**config.mk**
```make
export PLATFORM = sky130hd
export DESIGN_NAME = instruction_fetch_unit
export DESIGN_NICKNAME = d
export VERILOG_FILES = /design/src/rtl/instruction_fetch_unit.sv
export SDC_FILE = /design/constraint.sdc
export NUM_CORES = 1
export LEC_CHECK = 0
export ABC_CLOCK_PERIOD_IN_PS = 2840
export CAP_MARGIN = 20
export CORE_AREA = 5 5 116 118
export DETAILED_ROUTE_END_ITERATION = 6
export DIE_AREA = 0 0 121 123
export GPL_TIMING_DRIVEN = 0
export PLACE_DENSITY = 0.79
export RECOVER_POWER = 100
export SYNTH_ARGS = -nofsm -noshare
export SYNTH_HDL_FRONTEND = slang
export SYNTH_SLANG_ARGS = --single-unit
```
**constraint.sdc**
```tcl
create_clock -name clock -period 2.84 [get_ports clock]
set_clock_uncertainty 0.2 [all_clocks]
set_input_delay 0.568 -clock clock [delete_from_list [all_inputs] [get_ports clock]]
set_output_delay 0.568 -clock clock [all_outputs]
set_load 0.01 [all_outputs]
```
**src/rtl/instruction_fetch_unit.sv**
```systemverilog
// Instruction fetch stage: owns the PC, addresses instruction memory and fills IF/ID.
// Memory reads are combinational, so the word for ReadAddress is captured on the next edge.
module instruction_fetch_unit #(
  parameter logic [31:0] RESET_PC  = 32'h0000_0000,
  parameter logic [31:0] MEM_BYTES = 32'h0000_0100
) (
  input  logic        clock,
  input  logic        reset,
  output logic [31:0] ReadAddress,
  input  logic [31:0] Instruction,
  input  logic        stall,
  input  logic        flush,
  input  logic        redirect_valid,
  input  logic [31:0] redirect_target,
  output logic [31:0] id_instruction,
  output logic [31:0] id_pc_plus4,
  output logic        id_valid,
  output logic        fetch_fault,
  output logic [31:0] fetch_count
);

  typedef enum logic [1:0] {StBoot, StRun, StFault} state_e;

  state_e      state_q, state_d;
  logic [31:0] pc_q, pc_d;
  logic [31:0] id_instruction_q, id_instruction_d;
  logic [31:0] id_pc_plus4_q, id_pc_plus4_d;
  logic        id_valid_q, id_valid_d;
  logic [31:0] fetch_count_q, fetch_count_d;
  logic [31:0] pc_plus4;

  assign pc_plus4 = pc_q + 32'd4;

  // Next-state: redirect > range check > flush > stall > normal fetch while running.
  always_comb begin
    state_d          = state_q;
    pc_d             = pc_q;
    id_instruction_d = id_instruction_q;
    id_pc_plus4_d    = id_pc_plus4_q;
    id_valid_d       = id_valid_q;
    fetch_count_d    = fetch_count_q;

    unique case (state_q)
      StBoot: begin
        state_d = StRun;
      end
      StRun: begin
        if (redirect_valid) begin
          id_instruction_d = 32'h0;
          id_pc_plus4_d    = 32'h0;
          id_valid_d       = 1'b0;
          if (redirect_target[1:0] == 2'b00) begin
            pc_d = redirect_target;
          end else begin
            state_d = StFault;
          end
        end else if (pc_q >= MEM_BYTES) begin
          id_instruction_d = 32'h0;
          id_pc_plus4_d    = 32'h0;
          id_valid_d       = 1'b0;
          state_d          = StFault;
        end else if (flush) begin
          id_instruction_d = 32'h0;
          id_pc_plus4_d    = 32'h0;
          id_valid_d       = 1'b0;
          if (!stall) begin
            pc_d = pc_plus4;
          end
        end else if (!stall) begin
          id_instruction_d = Instruction;
          id_pc_plus4_d    = pc_plus4;
          id_valid_d       = 1'b1;
          pc_d             = pc_plus4;
          fetch_count_d    = fetch_count_q + 32'd1;
        end
      end
      StFault: begin
        // Frozen until reset; IF/ID already holds a bubble from the faulting cycle.
      end
      default: begin
        state_d = StFault;
      end
    endcase
  end

  // State register with synchronous active-high reset.
  always_ff @(posedge clock) begin
    if (reset) begin
      state_q          <= StBoot;
      pc_q             <= RESET_PC;
      id_instruction_q <= 32'h0;
      id_pc_plus4_q    <= 32'h0;
      id_valid_q       <= 1'b0;
      fetch_count_q    <= 32'h0;
    end else begin
      state_q          <= state_d;
      pc_q             <= pc_d;
      id_instruction_q <= id_instruction_d;
      id_pc_plus4_q    <= id_pc_plus4_d;
      id_valid_q       <= id_valid_d;
      fetch_count_q    <= fetch_count_d;
    end
  end

  assign ReadAddress    = pc_q;
  assign id_instruction = id_instruction_q;
  assign id_pc_plus4    = id_pc_plus4_q;
  assign id_valid       = id_valid_q;
  assign fetch_fault    = (state_q == StFault);
  assign fetch_count    = fetch_count_q;

endmodule
```
==> key figures <==
Run status
  • Status: complete, no violations

Clocking
  • Later-pin clock latency in the skew report: 420 ps
  • TritonCTS clock tree: yes
  • CTS Buffer Depth: 2
  • H-tree levels: 4
  • Clk root buf: clkbuf_16
  • Clk pin slew, worst setup/hold paths: 60 ps
  • Clock Sinks: 131
  • Num CTS Buffers: 17

Synth
  • Register area share after synthesis: 49.6%
  • Seq cells post-synth: 131
  • Most used DFF post-synth: dfxtp_1
  • Avg Cell Area, Syn: 9.20 sq um
  • Post-synthesis net count: 647
  • Top cell type by total area after synthesis: dfxtp_1
  • Post-synth EDFFs: 0
  • Top cells by area, synth: dfxtp_1 50%, a22o_1 6.8%, a21oi_1 5.4%, nand3_1 3.2%, and2_1 3.2%
  • Number of warnings issued by yosys: 0
  • Mapped Area: 5290 sq um
  • Unique masters post-synth: 44
  • Async set-reset flop share out of synthesis: 0%
  • Top-area cell type share of the netlist area: 49.6%
  • Gate Count Post-Synth: 575

Critical path
  • Crit start category: flop
  • Setup CP Type: reg2reg
  • CP most frequent cell: or3_1
  • Critical Path End Type: flop
  • Max incr delay on CP: 570 ps
  • Worst Path Required: 2910 ps
  • Slowest cell on crit path: or4_4
  • CP max FO: 10
  • WP data arrival: 2850 ps
  • Crit path cell chain: or4_4 > or3_1 > or3_1 > clkbuf_1 > a221oi_1 > a211oi_1

Drt
  • Antenna Violating Nets Remaining: 0
  • Drt total wl: 17,700 um
  • Drt first-iter violations: 353
  • Vias per cell: 5.69
  • Post-DR wirelength/cell: 18.1 um
  • Total vias in the final route: 5,564
  • Router iterations before antenna repair: 5
  • Post-route DRC: 0

Global routing
  • Largest net degree at the start of global routing: 17
  • First-pass GRT wire length: 27,500 um
  • GRT overflow: 0
  • Initial antenna violation count: 0
  • Vias in the first global route: 5,504
  • GRT Overall Usage: 23.0%

Layout
  • Non-Filler Instances: 978
  • Finished Cell Area: 8240 sq um
  • Ratio of cells with drive above 1 in the final layout: 8.44%
  • Fin util: 66.6%
  • Layout area overhead: 55.7%
  • # nets final: 865
  • Antenna diodes: 0

Place
  • Hpwl dp: 13,000 um
  • I/O Buffers: 198
  • Placer's final routability congestion estimate: 0.909
  • Placed cells: 945
  • Post-DP Area: 7490 sq um

Timing
  • Fin. max-slew vios: 0
  • Minimum clock period after layout: 2780 ps
  • Hold_ws: 251 ps
  • Final Setup Violations: 0
  • RSZ-0062 raised after global routing: false
  • Final period utilization: 97.8%
  • Slew Limit Headroom: 61.3%
  • Worst slew pin tran: 579 ps
  • Fin. Hold Viols: 0
  • Fmax: 360 MHz
  • Setup_tns: 0 ps

Hold path
  • HP Class: reg2reg

Job
  • Max_cap viols: 0

Floorplanning
  • I/O pin count: 199
  • Die area: 14,900 sq um
  • Die Span X: 121 um
  • Core ar.: 12,400 sq um
  • Std cell rows: 41
  • Die height: 123 um
  • Initial core utilization: 42.8%

Power
  • Static Leak: 3.29 nW
  • PwrDens: 570 nW/um^2
  • IR drop worst, VDD: 0.000377 V
path summary, 6_finish.rpt:
kind | startpoint | endpoint | slack, ps | cells past startpoint
setup / recovery | ReadAddress[24]$_SDFFE_PP0P_ | ReadAddress[3]$_SDFFE_PP0P_ | 60 | 6
hold / removal | id_pc_plus4[20]$_SDFFE_PP0P_ | id_pc_plus4[20]$_SDFFE_PP0P_ | 250 | 1
setup reg to reg | ReadAddress[24]$_SDFFE_PP0P_ | ReadAddress[3]$_SDFFE_PP0P_ | 60 | 6
hold reg to reg | id_pc_plus4[20]$_SDFFE_PP0P_ | id_pc_plus4[20]$_SDFFE_PP0P_ | 250 | 1
Yosys cell counts (2+ instances only):
master    count
a21oi_1      57
a22o_1       41
a31o_2        2
a31oi_1       3
and2_1       27
and3_1        3
and4_1        2
buf_1         3
buf_2         8
clkbuf_1     30
dfxtp_1     131
ha_1          3
inv_1        11
nand2_1      39
nand2b_1      6
nand3_1      34
nand4_1      13
nor2_1       20
nor2b_1       5
nor3_1        5
nor3b_1       3
nor4_1       11
o211ai_1     14
o21ai_0      14
o22ai_1       2
o31ai_1      21
o32ai_1       4
o41ai_1       6
or2_2         4
or3_1        12
or4_1        19
or4_4         2
or4b_2        2
xnor2_1       5
xor2_1        4
report_power, final:
group / leakage, nW / switching [mW] / total, mW / internal (mW)
clock: 0.307 / 0.785 / 2.32 / 1.54
sequential: 1.06 / 0.0403 / 1.91 / 1.87
combinational: 1.93 / 0.241 / 0.462 / 0.222
total: 3.29 / 1.07 / 4.70 / 3.63
kinds of logic (layout without fill, tap and decap cells):
logic type,count (synthesis),after routing,share of synthesized area [%]
adder cells (fa/ha/maj),3,3,0.710
AO/OA/AOI/OAI,169,169,21.8
XOR/XNOR,9,9,1.49
multiplexers,1,1,0.213
AND/OR/NAND/NOR,210,210,22.3
flip-flops,131,131,49.6
buffers and inverters,52,283,3.88
registers in the layout, indices dropped and copies added, names as in the netlist:
register,cells
state_q,2
id_valid,1
fetch_count,32
id_pc_plus4,32
ReadAddress,32
id_instruction,32
per-layer routing:
layer | global-route usage, % | up-vias | wire length [um]
met2 | 39.4 | 294 | 8680
met4 | 11.0 | 0 | 572
met1 | 27.4 | 2629 | 7070
met5 | 0 | - | 0
met3 | 5.08 | 48 | 1370
li1 | - | 2593 | -
final cells by class:
cell class | count | area, sq um
inverter | 11 | 41.3
tap | 172 | 215
sequential | 131 | 2620
timing repair buffer | 199 | 1990
multi-input combinational | 392 | 2560
clock inverter | 9 | 151
buffer | 41 | 183
clock buffer | 23 | 478
fill | 985 | 4130
metrics by stage:
step	worst slack [ps]	power, mW
after floorplan	206	2.15
after global placement	-614	2.38
after detailed placement	-788	2.39
after CTS	8.26	4.72
after global routing	3.95	4.84
final	63.5	4.70
repair_timing:
action	4_1_cts	5_1_grt
endpoints found under the hold margin	0	0
pin swaps	0	1
setup buffers	0	1
setup endpoints to repair	105	83
hold buffers	0	0
gates resized for setup	16	16
cell usage in the layout (no fill, tap or decap), types with 6 or more instances in the layout:
cell / instances
a21oi_1: 57
a22o_1: 41
and2_1: 22
clkbuf_1: 27
clkbuf_16: 17
clkbuf_2: 8
clkdlybuf4s50_1: 67
dfxtp_1: 131
dlygate4sd3_1: 131
inv_1: 11
nand2_1: 39
nand2b_1: 6
nand3_1: 33
nand4_1: 13
nor2_1: 19
nor4_1: 7
o211ai_1: 14
o21ai_0: 14
o31ai_1: 21
o41ai_1: 6
or3_1: 12
or4_1: 19
critical path: cells and delay by family, from the launching register on:
family          cells  cell delay [ps]
compound gates      2              420
buf+inv             1              270
flops               1              330
simple gates        3             1410
Note: power is estimated with default switching activity, not from simulation.
